`src/rtl/key_pkg.sv`:
```
// -----------------------------------------------------------------------------
// key_pkg
// Shared definitions for the multi-player keyboard action decoder:
//   - action indices into each player's 4-entry keymap slice
//   - direction state encoding for the per-player left/right resolver
//   - default USB HID keycodes and the default two-player keymap
//   - helper that sizes the attack cooldown counter
// -----------------------------------------------------------------------------
package key_pkg;

    localparam int NUM_ACTIONS = 4;
    localparam int ACT_LEFT    = 0;
    localparam int ACT_RIGHT   = 1;
    localparam int ACT_JUMP    = 2;
    localparam int ACT_ATTACK  = 3;

    typedef enum logic [1:0] {
        DIR_NONE = 2'd0,
        DIR_L    = 2'd1,
        DIR_R    = 2'd2
    } dir_t;

    // USB HID usage codes used by the default keymap
    localparam logic [7:0] KEY_A     = 8'h04;
    localparam logic [7:0] KEY_D     = 8'h07;
    localparam logic [7:0] KEY_W     = 8'h1A;
    localparam logic [7:0] KEY_SPACE = 8'h2C;
    localparam logic [7:0] KEY_ENTER = 8'h28;
    localparam logic [7:0] KEY_RIGHT = 8'h4F;
    localparam logic [7:0] KEY_LEFT  = 8'h50;
    localparam logic [7:0] KEY_UP    = 8'h52;

    // Entry for player p, action a lives at [(p*4+a)*8 +: 8]
    localparam logic [63:0] DEFAULT_KEYMAP = {
        KEY_ENTER, KEY_UP, KEY_RIGHT, KEY_LEFT,   // player 1
        KEY_W, KEY_SPACE, KEY_D, KEY_A            // player 0
    };

    // Cooldown counter width; a zero cooldown still needs a 1-bit register
    function automatic int cd_width(input int frames);
        return (frames > 0) ? $clog2(frames + 1) : 1;
    endfunction

endpackage

```
`src/rtl/key_action_decoder_if.sv`:
```
// -----------------------------------------------------------------------------
// key_action_decoder_if
// Bundles the keycode bus and the per-player action outputs.
//   frame_tick   : one-cycle pulse per frame (master -> decoder)
//   keycodes     : NUM_SLOTS x 8-bit keycodes, slot k at [k*8 +: 8]
//   move_l/move_r: per-player direction levels
//   jump_pulse   : per-player one-cycle jump pulse
//   attack_pulse : per-player one-cycle accepted-attack pulse
//   attack_ready : per-player cooldown-expired level
// Modports: master (keycode source / game logic), slave (decoder).
// -----------------------------------------------------------------------------
interface key_action_decoder_if #(
    parameter int NUM_PLAYERS = 2,
    parameter int NUM_SLOTS   = 6
);
    logic                     frame_tick;
    logic [NUM_SLOTS*8-1:0]   keycodes;
    logic [NUM_PLAYERS-1:0]   move_l;
    logic [NUM_PLAYERS-1:0]   move_r;
    logic [NUM_PLAYERS-1:0]   jump_pulse;
    logic [NUM_PLAYERS-1:0]   attack_pulse;
    logic [NUM_PLAYERS-1:0]   attack_ready;

    modport master (
        output frame_tick, keycodes,
        input  move_l, move_r, jump_pulse, attack_pulse, attack_ready
    );

    modport slave (
        input  frame_tick, keycodes,
        output move_l, move_r, jump_pulse, attack_pulse, attack_ready
    );
endinterface

```
`src/rtl/key_player_channel.sv`:
```
// -----------------------------------------------------------------------------
// key_player_channel
// Per-player frame-sampled action logic.
//   clk_i          : system clock
//   srst_i         : synchronous active-high reset
//   tick_i         : frame tick; the only cycles on which state advances
//   hit_i          : combinational key matches, one bit per action
//   move_l_o       : direction resolver is in DIR_L
//   move_r_o       : direction resolver is in DIR_R
//   jump_pulse_o   : one-cycle pulse when JUMP rises on a tick
//   attack_pulse_o : one-cycle pulse when ATTACK rises with cooldown idle
//   attack_ready_o : cooldown counter is zero
// -----------------------------------------------------------------------------
module key_player_channel
    import key_pkg::*;
#(
    parameter int COOLDOWN_FRAMES = 15
) (
    input  logic                   clk_i,
    input  logic                   srst_i,
    input  logic                   tick_i,
    input  logic [NUM_ACTIONS-1:0] hit_i,
    output logic                   move_l_o,
    output logic                   move_r_o,
    output logic                   jump_pulse_o,
    output logic                   attack_pulse_o,
    output logic                   attack_ready_o
);

    localparam int              CD_W    = cd_width(COOLDOWN_FRAMES);
    localparam logic [CD_W-1:0] CD_LOAD = CD_W'(COOLDOWN_FRAMES);
    localparam logic [CD_W-1:0] CD_ONE  = CD_W'(1);

    logic [NUM_ACTIONS-1:0] cur_q, cur_d;
    dir_t                   state_q, state_d;
    logic [CD_W-1:0]        cd_q, cd_d;
    logic                   jump_q, jump_d;
    logic                   attack_q, attack_d;
    logic [NUM_ACTIONS-1:0] rise;

    // cur_q holds last frame's levels, so comparing the incoming sample with
    // it gives the edge in the same update that captures the new level.
    assign rise = hit_i & ~cur_q;

    always_ff @(posedge clk_i) begin
        if (srst_i) begin
            cur_q    <= '0;
            state_q  <= DIR_NONE;
            cd_q     <= '0;
            jump_q   <= 1'b0;
            attack_q <= 1'b0;
        end else begin
            cur_q    <= cur_d;
            state_q  <= state_d;
            cd_q     <= cd_d;
            jump_q   <= jump_d;
            attack_q <= attack_d;
        end
    end

    always_comb begin
        cur_d    = cur_q;
        state_d  = state_q;
        cd_d     = cd_q;
        jump_d   = 1'b0;
        attack_d = 1'b0;
        if (tick_i) begin
            cur_d  = hit_i;
            jump_d = rise[ACT_JUMP];

            unique case ({hit_i[ACT_LEFT], hit_i[ACT_RIGHT]})
                2'b10:   state_d = DIR_L;
                2'b01:   state_d = DIR_R;
                2'b00:   state_d = DIR_NONE;
                default: begin
                    // Both held: the freshly pressed side wins; a tie holds.
                    if (rise[ACT_LEFT] && !rise[ACT_RIGHT]) begin
                        state_d = DIR_L;
                    end else if (rise[ACT_RIGHT] && !rise[ACT_LEFT]) begin
                        state_d = DIR_R;
                    end
                end
            endcase

            // Presses while counting down are dropped, never queued.
            if ((cd_q == '0) && rise[ACT_ATTACK]) begin
                attack_d = 1'b1;
                cd_d     = CD_LOAD;
            end else if (cd_q != '0) begin
                cd_d = cd_q - CD_ONE;
            end
        end
    end

    assign move_l_o       = (state_q == DIR_L);
    assign move_r_o       = (state_q == DIR_R);
    assign jump_pulse_o   = jump_q;
    assign attack_pulse_o = attack_q;
    assign attack_ready_o = (cd_q == '0);

endmodule

```
`src/rtl/key_action_decoder.sv`:
```
// -----------------------------------------------------------------------------
// key_action_decoder
// Matches the keycode bus against a per-player keymap and drives one
// key_player_channel per player.
//   Clk   : system clock
//   Reset : synchronous active-high reset
//   bus   : key_action_decoder_if.slave (frame_tick, keycodes in; move_l,
//           move_r, jump_pulse, attack_pulse, attack_ready out)
// A keymap entry of 8'h00 disables that action, so empty slots never match.
// -----------------------------------------------------------------------------
module key_action_decoder
    import key_pkg::*;
#(
    parameter int                             NUM_PLAYERS     = 2,
    parameter int                             NUM_SLOTS       = 6,
    parameter int                             COOLDOWN_FRAMES = 15,
    parameter logic [NUM_PLAYERS*4*8-1:0]     KEYMAP          = DEFAULT_KEYMAP
) (
    input  logic          Clk,
    input  logic          Reset,
    key_action_decoder_if.slave bus
);

    for (genvar gi = 0; gi < NUM_PLAYERS; gi++) begin : g_player
        logic [NUM_ACTIONS-1:0] hit;

        for (genvar ai = 0; ai < NUM_ACTIONS; ai++) begin : g_action
            localparam logic [7:0] ENTRY = KEYMAP[(gi*NUM_ACTIONS+ai)*8 +: 8];
            logic [NUM_SLOTS-1:0] slot_eq;

            for (genvar si = 0; si < NUM_SLOTS; si++) begin : g_slot
                assign slot_eq[si] = (bus.keycodes[si*8 +: 8] == ENTRY);
            end

            // OR-reduction makes duplicate keycodes count once.
            assign hit[ai] = (ENTRY != 8'h00) && (|slot_eq);
        end

        key_player_channel #(
            .COOLDOWN_FRAMES (COOLDOWN_FRAMES)
        ) u_channel (
            .clk_i          (Clk),
            .srst_i         (Reset),
            .tick_i         (bus.frame_tick),
            .hit_i          (hit),
            .move_l_o       (bus.move_l[gi]),
            .move_r_o       (bus.move_r[gi]),
            .jump_pulse_o   (bus.jump_pulse[gi]),
            .attack_pulse_o (bus.attack_pulse[gi]),
            .attack_ready_o (bus.attack_ready[gi])
        );
    end

endmodule
```
`src/flat_wrapper.sv`:
```
// flat-port wrapper written by rule: the top's interface ports become plain ports
module key_action_decoder_flat import key_pkg::*;
#(
    parameter int                             NUM_PLAYERS     = 2,
    parameter int                             NUM_SLOTS       = 6,
    parameter int                             COOLDOWN_FRAMES = 15,
    parameter logic [NUM_PLAYERS*4*8-1:0]     KEYMAP          = DEFAULT_KEYMAP
)
  (Clk, Reset, bus_frame_tick, bus_keycodes, bus_move_l, bus_move_r, bus_jump_pulse, bus_attack_pulse, bus_attack_ready);
  key_action_decoder_if #(.NUM_PLAYERS(NUM_PLAYERS), .NUM_SLOTS(NUM_SLOTS)) bus_i ();
  input  logic Clk;
  input  logic Reset;
  input wire logic [$bits(bus_i.frame_tick)-1:0] bus_frame_tick;
  input wire logic [$bits(bus_i.keycodes)-1:0] bus_keycodes;
  output wire logic [$bits(bus_i.move_l)-1:0] bus_move_l;
  output wire logic [$bits(bus_i.move_r)-1:0] bus_move_r;
  output wire logic [$bits(bus_i.jump_pulse)-1:0] bus_jump_pulse;
  output wire logic [$bits(bus_i.attack_pulse)-1:0] bus_attack_pulse;
  output wire logic [$bits(bus_i.attack_ready)-1:0] bus_attack_ready;
  assign bus_i.frame_tick = bus_frame_tick;
  assign bus_i.keycodes = bus_keycodes;
  assign bus_move_l = bus_i.move_l;
  assign bus_move_r = bus_i.move_r;
  assign bus_jump_pulse = bus_i.jump_pulse;
  assign bus_attack_pulse = bus_i.attack_pulse;
  assign bus_attack_ready = bus_i.attack_ready;
  key_action_decoder #(.NUM_PLAYERS(NUM_PLAYERS), .NUM_SLOTS(NUM_SLOTS), .COOLDOWN_FRAMES(COOLDOWN_FRAMES), .KEYMAP(KEYMAP)) u_core (.Clk(Clk), .Reset(Reset), .bus(bus_i));
endmodule
```
`config.mk`:
```
export PLATFORM = sky130hd
export DESIGN_NAME = key_action_decoder_flat
export DESIGN_NICKNAME = d
export VERILOG_FILES = /design/src/rtl/key_pkg.sv /design/src/rtl/key_action_decoder_if.sv /design/src/rtl/key_player_channel.sv /design/src/rtl/key_action_decoder.sv /design/src/flat_wrapper.sv
export SDC_FILE = /design/constraint.sdc
export NUM_CORES = 1
export LEC_CHECK = 0
export ABC_AREA = 1
export CAP_MARGIN = 20
export CORE_MARGIN = 2
export CORE_UTILIZATION = 52
export CTS_BUF_LIST = sky130_fd_sc_hd__clkbuf_2
export DETAILED_ROUTE_END_ITERATION = 10
export MAX_ROUTING_LAYER = met4
export PLACE_DENSITY_LB_ADDON = 0.25
export SLEW_MARGIN = 40
export SYNTH_ARGS = -nofsm -noshare
export SYNTH_HDL_FRONTEND = slang
export SYNTH_SLANG_ARGS = --single-unit
```
`constraint.sdc`:
```
create_clock -name Clk -period 2.9 [get_ports Clk]
set_input_delay 0.435 -clock Clk [delete_from_list [all_inputs] [get_ports Clk]]
set_output_delay 0.435 -clock Clk [all_outputs]
set_load 0.02 [all_outputs]
```
==> Word level (Yosys, flattened, before mapping) <==
Index checks and enable logic that the tools add are counted.
{ "word_totals": {"reg_bits": 24, "input_bits": 51, "word_cells": 118} }
{ "classes": {"n_addsub": 2, "eq_ne": 56, "mux": 12, "bitwise": 5, "n_reduce_logical": 33} }
{ "ops": {"columns": ["op", "count"], "rows": [
  ["$eq 8x7->1 const B", 18],
  ["$eq 8x3->1 const B", 12],
  ["$eq 8x6->1 const B", 12],
  ["$eq 8x5->1 const B", 6],
  ["$reduce_or 6->1", 8],
  ["$mux 4", 4],
  ["$pmux 2 s3", 2],
  ["$reduce_bool 5->1", 2],
  ["$and 4x4->4", 2],
  ["$eq 2x1->1 const B", 4],
  ["$eq 2x2->1 const B", 4],
  ["$logic_not 4->1", 2],
  ["$mux 2", 4],
  ["$not 4->4", 2],
  ["$reduce_and 2->1", 4],
  ["$reduce_bool 4->1", 2],
  ["$sub 4x1->4 const B", 2],
  ["$logic_and 1x1->1", 6],
  ["$logic_not 1->1", 4],
  ["$logic_not 2->1", 2],
  ["$reduce_bool 2->1", 2],
  ["$mux 1", 2],
  ["$reduce_or 2->1", 1],
  ["$not 1->1", 1]
]} }

==> Longest topological paths before layout <==
Gate-level depths: netlist (run 1).
{ "logic_depth": {"depth_word": 8, "mapped_depth": 17, "mapped_depth_nobuf": 17} }

==> By module <==
Synthesis (run 1) repeated with hierarchy kept, for this count alone.
{ "unflattened": {"hier_cells": 441, "hier_area_um2": 2292.2} }
{ "by_module_without_submodules": {"columns": ["module", "n_inst", "cells_per_inst", "area_each_um2", "seq_area_each_um2"], "rows": [
  ["key_player_channel", 2, 77, 579.3, 240.2],
  ["key_action_decoder", 1, 287, 1133.6, 0.0]
]} }

==> Least setup slack after synthesis (run 1) <==
OpenSTA, ideal clock, no wires.
{ "synth_timing": {"path_type": "input to register", "start": "input bus_keycodes[43]", "end": "register u_core.g_player[1].u_channel.state_q[0]", "t_arrival_ps": 1597, "slack_ps": 1192, "cell_stages": 12, "cell_sequence": "or2_1 > nor2_1 > a21oi_1 > nand3_1 > inv_1 > nor2_1 > ha_1 > nand2_2 > nand2_2 > nand2_2 > and2_4 > nor2_2"} }
{ "synth_between": {"elab_chain_len": 7} }
{ "synth_lines": {"columns": ["item", "line", "text"], "rows": [
  ["start, declared", "flat_wrapper.sv:14", "input wire logic [$bits(bus_i.keycodes)-1:0] bus_keycodes;"],
  ["$eq 8x7->1", "key_action_decoder.sv:32", "assign slot_eq[si] = (bus.keycodes[si*8 +: 8] == ENTRY);"],
  ["$reduce_or 6->1", "key_action_decoder.sv:36", "assign hit[ai] = (ENTRY != 8'h00) && (|slot_eq);"],
  ["$and 4x4->4", "key_player_channel.sv:43", "assign rise = hit_i & ~cur_q;"],
  ["$logic_not 1->1, on equally long branches", "key_player_channel.sv:77, key_player_channel.sv:79", null],
  ["$logic_and 1x1->1, on equally long branches", "key_player_channel.sv:77, key_player_channel.sv:79", null],
  ["$mux 2 / $reduce_bool 5->1 (equally long branches)", null, null],
  ["$pmux 2 s3 / $reduce_and 2->1 (equally long branches)", null, null],
  ["end signal, assigned", "key_player_channel.sv:54", "state_q <= state_d;"],
  ["end, declared", "key_player_channel.sv:35", "dir_t state_q, state_d;"]
]} }
Parallel ways exist; a longest one is shown, timed or not.
A chain may end at the register's enable or synchronous reset.

==> Final worst setup path (run 1) <==
{ "layout_timing": {"start": "register u_core.g_player[1].u_channel.cd_q[0]", "end": "output bus_attack_ready[1]"} }
{ "layout_between": {"elab_chain_len": 1} }
{ "layout_lines": {"columns": ["item", "line", "text"], "rows": [
  ["start, declared", "key_player_channel.sv:36", "logic [CD_W-1:0] cd_q, cd_d;"],
  ["start signal, assigned", "key_player_channel.sv:49", "cd_q <= '0;"],
  ["start signal, assigned", "key_player_channel.sv:55", "cd_q <= cd_d;"],
  ["$logic_not 4->1", "key_player_channel.sv:99", "assign attack_ready_o = (cd_q == '0);"],
  ["end, declared", "flat_wrapper.sv:19", "output wire logic [$bits(bus_i.attack_ready)-1:0] bus_attack_ready;"]
]} }
Every way passes these cells.

==> results of run 1 <==
through the flow:
stage / hold WS, ps / total power (W)
2_1_floorplan: 392 / 0.000958
3_3_place_gp: 404 / 0.00112
3_5_place_dp: 408 / 0.00115
4_1_cts: 439 / 0.00137
5_1_grt: 456 / 0.00148
6_report: 438 / 0.00137
placed cells by master, fill, tap and decap left out, drive strengths merged, types with 3 or more instances in the layout:
cell           synthesis  final
a21oi                  7      7
clkbuf                 0      3
clkdlybuf4s50          0     60
dfxtp                 24     24
ha                     5      5
inv                   73     73
nand2                134    134
nand3                 34     34
nand4                  4      4
nor2                 114    114
o21ai                  9      9
registers in the layout, indices dropped and copies added (netlist names):
register                                  flops
u_core.g_player.u_channel.cd_q                8
u_core.g_player.u_channel.cur_q               8
u_core.g_player.u_channel.state_q             4
u_core.g_player.u_channel.attack_pulse_o      2
u_core.g_player.u_channel.jump_pulse_o        2
cells by family after synthesis:
| logic type | count (synthesis) |
|---|---|
| compound gates | 23 |
| buf+inv | 86 |
| flops | 24 |
| fa+ha+maj | 5 |
| xor+xnor | 3 |
| simple gates | 292 |
cell type report:
type	instances	area, sq um	share of cell area
clock inverters	1	30.0	0.00995
well taps	52	65.1	0.0216
multi-input cells	323	1530	0.508
flip-flops and latches	24	480	0.159
inverters	74	278	0.0921
clock buffers	3	15.0	0.00498
repair buffers	62	616	0.204
how the worst max path moves through the flow:
| stage | startpoint | to | slack, ps | cells past startpoint |
|---|---|---|---|---|
| after floorplan | bus_keycodes[43] | u_core.g_player[1].u_channel.state_q[0]$_SDFFE_PP0P_ | 1190 | 12 |
| after global placement | bus_keycodes[39] | u_core.g_player[1].u_channel.state_q[0]$_SDFFE_PP0P_ | 540 | 16 |
| after detailed placement | bus_keycodes[17] | u_core.g_player[1].u_channel.state_q[0]$_SDFFE_PP0P_ | 500 | 16 |
| after CTS | u_core.g_player[1].u_channel.cd_q[0]$_SDFFE_PP0P_ | bus_attack_ready[1] | 470 | 4 |
| after global routing | u_core.g_player[1].u_channel.cd_q[0]$_SDFFE_PP0P_ | bus_attack_ready[1] | 340 | 4 |
| final | u_core.g_player[1].u_channel.cd_q[0]$_SDFFE_PP0P_ | bus_attack_ready[1] | 480 | 4 |
cell usage after synthesis (all sizes together), types with 2 or more instances:
cell / number
a21oi: 7
inv: 73
nor3: 2
xor2: 2
nor2: 114
o31ai: 2
o21ai: 9
nand4: 4
nand3: 34
buf: 12
nand2: 134
o22ai: 2
dfxtp: 24
ha: 5
where the power goes:
group / switching, W / internal (W) / total [W]
logic: 0.000407 / 0.000312 / 0.000720
registers: 0.0000366 / 0.000386 / 0.000422
clock network: 0.000104 / 0.000119 / 0.000223
total: 0.000548 / 0.000817 / 0.00137
worst max-delay path, stage by stage, from the launching register on:
cell,delay (ps)
dfxtp_1,360
inv_1,90
ha_1,160
nor3b_2,350
clkdlybuf4s50_1,680
layer usage:
layer | routed length, um | track usage | vias up
met3 | 274 | 0.0380 | 2
met5 | 0 | - | -
met1 | 2700 | 0.309 | 1174
met2 | 2680 | 0.406 | 56
li1 | - | - | 1418
met4 | 16 | 0.0231 | 0
==> metrics, run 1 <==
layout cells sized above 1=0.131; worst path required time=2470 ps; Clk Latency, worst-skew pair=350 ps; Fin Setup TNS=0 ps; fin crit share=0.835; vias in the first global route=2343; CP Capture Type=output pin; post-synth top area cell=dfxtp_1; multiplexer share of the synthesized area=0; Area growth syn-to-layout=26.7%; Die Span Y=71.7 um; post-route ant nets=0; global-route wire length before repair=9840 um; crit path DAT=1990 ps; Synth warnings=0; vias per cell=4.92; # fillers=407; area share of fa/ha/maj cells after synthesis=0.0263; Synth Area in Compound Gates=0.0557; die width=71.7 um; Syn Area/Cell=5.50 sq um; min Tclk post-route=2420 ps; area fraction of the dominant cell type after synthesis=0.202; CP startpoint kind=flip-flop; CTS Hold Bufs=0; Core Area=0.00438 sq mm; Routed WL=5670 um; # DRC=0; Bufs on Longest Clock Path=2; Post-Layout Cell Count=539; Starting Density=0.543; Final Cell Area=0.00302 sq mm; row count=24; postcts setup bufs=0; routed len/inst=10.5 um; fmax=413 MHz; maximum VDD drop=0.446 mV; IO Count=61; worst reg2reg setup slack=1490 ps; Clk pin slew, worst setup/hold paths=230 ps; post_cts resized=0; Vias=2650; GPL Wtd Cong=0.937; Clock Skews=7.71 ps; Sink Count=24; Min-Delay Path Class=reg -> reg; Pleak=1.40 nW; Seq/Total Area, Yosys=0.202; input/output buffers=60; Synth Area in XOR/XNOR=0.0110; DR pass1 iterations=4; hold depth=1; die area=0.00514 sq mm; RSZ-0062 raised after global routing=false; Post-synth EDFFs=0; worst hold start=u_core.g_player[0].u_channel.cur_q[2]$_SDFFE_PP0P_; max-cap violations=0; final hold vios=0; Synth async-reset ratio=0; Setup violations, final=0; DP Worst Slack=496 ps; GR Overflow Total=0; largest family of logic cells by synthesized area=simple AND/OR/NAND/NOR gates; reg-to-reg startpoint=u_core.g_player[1].u_channel.cd_q[0]$_SDFFE_PP0P_; Setup WS post-layout=477 ps; Num CTS Buffers=3; simple-gate share of the synthesized area=0.551; CTS tree=yes; number of distinct library cells after synthesis=29; Final Util=0.688; Yosys reg bits=24; CP Class=reg -> out; power per cell area=453 mW/mm^2; total placed cells including tap cells=535; n_diodes=0; total track usage=0.239; ranking of synthesized cells by area=dfxtp_1, nand2_1, nor2_1; synthesized netlist cell count=433; status=complete, no violations; reg-to-reg endpoint=u_core.g_player[1].u_channel.cd_q[1]$_SDFFE_PP0P_; sink of the worst hold path=u_core.g_player[0].u_channel.jump_pulse_o$_SDFF_PP0_; H-tree levels=1; initial antenna violation count=0; Rel. slew slack=0.676; R2R depth=6; root buf cell=clkbuf_2; largest net degree at the start of global routing=16; hpwl dp=4770 um; Iteration-0 DRC Markers=119; crit-path max FO=4; fin nets=544; placement-stage cell area=0.00297 sq mm; synthesized area=0.00238 sq mm; ys flop type=dfxtp_1; Slew Limit Fails=0; Worst Tran Pin Value=485 ps; Mapped Nets=489
(Power assumes the default switching activity.)
==> inputs of run 2 (changes only) <==
--- a/config.mk
+++ b/config.mk
@@ -8,7 +8,7 @@
 export ABC_AREA = 1
 export CAP_MARGIN = 20
 export CORE_MARGIN = 2
-export CORE_UTILIZATION = 52
+export CORE_UTILIZATION = 46
 export CTS_BUF_LIST = sky130_fd_sc_hd__clkbuf_2
 export DETAILED_ROUTE_END_ITERATION = 10
 export MAX_ROUTING_LAYER = met4
==> constraint.sdc (replaced) <==
create_clock -name Clk -period 1.9 [get_ports Clk]
set_input_delay 0.285 -clock Clk [delete_from_list [all_inputs] [get_ports Clk]]
set_output_delay 0.285 -clock Clk [all_outputs]
set_load 0.02 [all_outputs]
==> run 2 against run 1 <==
  * Clock power shrank 16%
  * Routed wire length grew 7.3%
  * Register-to-register slack lost 950 ps
  * Flip-flop and latch count is the same
  * Critical path depth grew 12
  * Total power grew 46%
  * Critical path type is now in -> reg
  * Die area grew 12%
  * Worst hold slack lost 8.4 ps
  * Combinational power grew 61%
  * Core utilization shrank 1.5 points
  * Highest routed layer unchanged
  * First-iteration DRC count shrank 21%
  * Cell count grew 12%
==> metrics, run 2 (synthesized netlist as in run 1, its figures left out) <==
DP Worst Slack=-354 ps; GPL Wtd Cong=0.864; vias in the first global route=2575; crit path DAT=2110 ps; hpwl dp=5230 um; post-route ant nets=0; Worst Tran Pin Value=253 ps; Slew Limit Fails=0; input/output buffers=60; layout cells sized above 1=0.227; H-tree levels=1; Num CTS Buffers=3; CP cell instances=clkdlybuf4s50_1 > buf_4 > nor2_2 > inv_2 > nor2_1 > nand2_1 > nand2_1 > nor2_2 > nand2_4 > nand2_1 > ha_4 > nand3_2 > nand2_1 > nand2_1 > nand2_1 > nor2_2; Routed WL=6080 um; Pleak=1.66 nW; n_diodes=0; Critical path origin=bus_keycodes[39]; leading cell type in the layout, fill and taps excluded=nand2_1; Clk Latency, worst-skew pair=340 ps; worst hold start=u_core.g_player[1].u_channel.cur_q[2]$_SDFFE_PP0P_; Area growth syn-to-layout=42.5%; GR Overflow Total=0; CTS tree=yes; Vias=2753; CP Capture Type=flip-flop; vias per cell=4.57; reg-to-reg startpoint=u_core.g_player[1].u_channel.cd_q[0]$_SDFFE_PP0P_; crit-path leading delay family=simple AND/OR/NAND/NOR gates; CP startpoint kind=input pin; IO Count=61; status=complete, no violations; global-route wire length before repair=10500 um; total track usage=0.221; RSZ-0062 raised after global routing=true; slowest CP cell=clkdlybuf4s50_1; row count=26; PnR Total Power=0.00199 W; Starting Density=0.472; power per cell area=586 mW/mm^2; Clk pin slew, worst setup/hold paths=200 ps; Iteration-0 DRC Markers=94; Rel. slew slack=0.831; Clock Skews=5.28 ps; min Tclk post-route=1840 ps; Largest regs=u_core.g_player.u_channel.cd_q (8), u_core.g_player.u_channel.cur_q (8), u_core.g_player.u_channel.state_q (4); hold depth=1; root buf cell=clkbuf_2; Final Hold Slack=429 ps; critical path depth=16; die area=0.00577 sq mm; maximum VDD drop=0.649 mV; Setup WS post-layout=63.8 ps; fmax=545 MHz; Die Span Y=75.9 um; Core Area=0.00504 sq mm; Sink Count=24; fin crit share=0.966; Min-Delay Path Class=reg -> reg; most frequent CP cell=nand2_1; Buffers & Inverters on Critical Path=3; Max stage delay on crit path=430 ps; Fin Setup TNS=0 ps; Bufs on Longest Clock Path=2; CP Class=in -> reg; Setup violations, final=0; DR pass1 iterations=4; R2R depth=6; crit-path max FO=3; fin nets=590; # DRC=0; final hold vios=0; initial antenna violation count=0; die width=75.9 um; most frequent cells in the layout=nand2_1, nor2_1, inv_1; routed len/inst=10.1 um; max-cap violations=0; largest net degree at the start of global routing=13; worst path required time=2170 ps
[run 2: cell count changes in the layout (fill, tap and decap cells not counted), sizes merged]
cell	delta
buf	+46
bufinv	-1
clkbuf	+2
clkdlybuf4s50	-7
dlymetal6s2s	+5
[run 2: worst paths after layout]
| check | to | slack [ps] |
|---|---|---|
| setup / recovery | u_core.g_player[0].u_channel.state_q[0]$_SDFFE_PP0P_ | 60 |
| hold / removal | u_core.g_player[1].u_channel.jump_pulse_o$_SDFF_PP0_ | 430 |
| setup reg to reg | u_core.g_player[1].u_channel.cd_q[0]$_SDFFE_PP0P_ | 540 |
| hold reg to reg | u_core.g_player[1].u_channel.jump_pulse_o$_SDFF_PP0_ | 430 |
[run 2: layout make-up]
| class | instances | area, sq um |
|---|---|---|
| fillers | 476 | 1650 |
| multi-input cells | 323 | 1570 |
| repair buffers | 108 | 963 |
| flip-flops and latches | 24 | 480 |
| inverters | 74 | 278 |
| well taps | 70 | 87.6 |
| clock buffers | 3 | 15.0 |
[run 2: layer usage]
layer,GRT usage,up-vias,share of wire
met5,-,-,0
met4,0.0527,0,0.0087
met3,0.0345,6,0.045
met2,0.376,58,0.47
met1,0.275,1182,0.48
li1,-,1507,-
[run 2: power by group]
part	switching [W]	internal, W	leakage, nW
sequential	0.0000537	0.000589	0.196
combinational	0.000642	0.000516	1.46
clock	0.000144	0.0000430	0.0125
total	0.000840	0.00115	1.66
[run 2: repair_timing]
action                                  in CTS  in global routing
pin swaps                                    0                  4
buffers inserted                             0                  3
resized for setup                            2                 19
endpoints found under the setup margin       2                  7
hold buffers                                 0                  0
gates cloned                                 0                  0
hold endpoints to repair                     0                  0
[run 2: metrics by stage]
stage	instances	utilization	area (sq um)
floorplan	433	-	2380
global placement	596	0.658	3320
detailed placement	596	0.658	3320
CTS	599	0.660	3330
global route	602	0.673	3390
finish	602	0.673	3390
==> inputs of run 3 (changes only) <==
==> constraint.sdc (replaced) <==
create_clock -name Clk -period 1.9 [get_ports Clk]
set_input_delay 0.38 -clock Clk [delete_from_list [all_inputs] [get_ports Clk]]
set_output_delay 0.38 -clock Clk [all_outputs]
set_load 0.02 [all_outputs]
==> run 3 against run 2 <==
  * Clock power is 2% higher
  * Flip-flop and latch count stayed put
  * Design area is 2.4% higher
  * Core utilization is 1.6 points higher
  * First-iteration DRC count is 7.4% higher
  * Critical endpoint is now u_core.g_player[1].u_channel.state_q[0]$_SDFFE_PP0P_
  * Largest cell class unchanged
==> metrics, run 3 (synthesized netlist as in run 1, its figures left out) <==
fmax=527 MHz; sink of the worst hold path=u_core.g_player[0].u_channel.jump_pulse_o$_SDFF_PP0_; Clk Latency, worst-skew pair=330 ps; IO Count=61; layout cells sized above 1=0.258; Clk pin slew, worst setup/hold paths=220 ps; final hold vios=0; Slew Limit Fails=0; global-route wire length before repair=10400 um; CTS tree=yes; vias per cell=4.70; GR Overflow Total=0; fin nets=596; H-tree levels=1; CTS Hold Bufs=0; total track usage=0.217; fin crit share=0.999; initial antenna violation count=0; Area growth syn-to-layout=45.9%; largest net degree at the start of global routing=13; crit path DAT=2170 ps; Iteration-0 DRC Markers=101; reg-to-reg endpoint=u_core.g_player[1].u_channel.cd_q[2]$_SDFFE_PP0P_; power per cell area=584 mW/mm^2; Final Util=0.689; CP Class=in -> reg; worst reg2reg setup slack=550 ps; hold depth=1; row count=26; R2R depth=7; Rel. slew slack=0.833; die width=75.9 um; root buf cell=clkbuf_2; Sink Count=24; Die Span Y=75.9 um; RSZ-0062 raised after global routing=true; Num CTS Buffers=3; most frequent cells in the layout=nand2_1, nor2_1, inv_1; Worst Tran Pin Value=250 ps; Core Area=0.00504 sq mm; input/output buffers=60; Final Hold Slack=435 ps; Clock Skews=9.80 ps; min Tclk post-route=1900 ps; CP startpoint kind=input pin; hpwl dp=5150 um; GPL Wtd Cong=0.893; Final Cell Area=0.00347 sq mm; Min-Delay Path Class=reg -> reg; vias in the first global route=2593; placement-stage cell area=0.00334 sq mm; Routed WL=6400 um; post-route ant nets=0; n_diodes=0; Starting Density=0.472; routed len/inst=10.5 um; worst path required time=2170 ps; Bufs on Longest Clock Path=2; worst hold start=u_core.g_player[0].u_channel.cur_q[2]$_SDFFE_PP0P_; crit-path max FO=4; leading cell type in the layout, fill and taps excluded=nand2_1; maximum VDD drop=0.487 mV; die area=0.00577 sq mm; Setup violations, final=0; DR pass1 iterations=5; reg-to-reg startpoint=u_core.g_player[1].u_channel.cd_q[0]$_SDFFE_PP0P_; max-cap violations=0; CP Capture Type=flip-flop; Pleak=1.79 nW; Vias=2859; # DRC=0; status=complete, no violations; Largest regs=u_core.g_player.u_channel.cd_q (8), u_core.g_player.u_channel.cur_q (8), u_core.g_player.u_channel.state_q (4)
==> run 3: changes by cell type in the layout (fill, tap and decap cells not counted) <==
cell,previous run,this run
buf_4,48,54
clkdlybuf4s50_1,53,41
dlygate4sd2_1,0,5
dlymetal6s2s_1,5,12
ha_1,4,5
ha_4,1,0
nand2_1,120,116
nand2_2,9,13
nand3_1,30,28
nand3_2,4,6
nor2_1,82,75
nor2_2,32,39
==> run 3: power by group <==
part | switching, W | total (W) | internal [W]
clock network | 0.000148 | 0.000191 | 0.0000430
registers | 0.0000543 | 0.000643 | 0.000589
logic | 0.000657 | 0.00120 | 0.000538
==> run 3: worst max path at each step <==
stage | from | end | slack, ps
floorplan | bus_keycodes[43] | u_core.g_player[1].u_channel.state_q[0]$_SDFFE_PP0P_ | 250
global placement | bus_keycodes[39] | u_core.g_player[1].u_channel.state_q[0]$_SDFFE_PP0P_ | -440
detailed placement | bus_keycodes[39] | u_core.g_player[1].u_channel.state_q[0]$_SDFFE_PP0P_ | -500
CTS | bus_keycodes[10] | u_core.g_player[0].u_channel.state_q[0]$_SDFFE_PP0P_ | 3
global route | bus_keycodes[47] | u_core.g_player[1].u_channel.state_q[0]$_SDFFE_PP0P_ | -100
finish | bus_keycodes[35] | u_core.g_player[1].u_channel.state_q[0]$_SDFFE_PP0P_ | 2
==> run 3: layer usage <==
layer  global-route usage  vias to the layer above  share of wire
met4               0.0400                        0         0.0066
li1                     -                     1516              -
met1                0.272                     1262           0.47
met5                    -                        -              0
met3               0.0381                        4          0.044
met2                0.373                       77           0.48
==> run 3: area by class of cell <==
type / instances / area (sq um)
Fill cell: 443 / 1570
Tap cell: 70 / 87.6
Multi-Input combinational cell: 323 / 1590
Sequential cell: 24 / 480
Timing Repair Buffer: 114 / 1020
Inverter: 74 / 278
Clock buffer: 3 / 15.0
==> run 3: metrics by stage <==
stage          std cells  setup slack, ps  power, W  setup TNS (ps)
5_1_grt              608            -98.9   0.00219            -292
6_report             608             1.98   0.00203               0
3_5_place_dp         599             -496   0.00188           -2790
2_1_floorplan        433              247   0.00146               0
4_1_cts              605             2.74   0.00203               0
3_3_place_gp         599             -436   0.00184           -2380
==> run 3: timing repair <==
item,CTS,global route
pin swaps,7,10
endpoints found under the setup margin,5,10
setup buffers,3,3
gates resized for setup,10,35
==> run 3: worst max-delay path, cell delays in order <==
cell             delay, ps
clkdlybuf4s50_1        530
nor2_2                  60
nand2_1                 70
nor2_2                  50
a21oi_2                170
nand3_2                110
inv_1                   80
nor2_1                  40
ha_1                   300
nand2_2                 70
nand2_2                 50
nand2_2                 80
and2_4                 140
nor2_2                  30
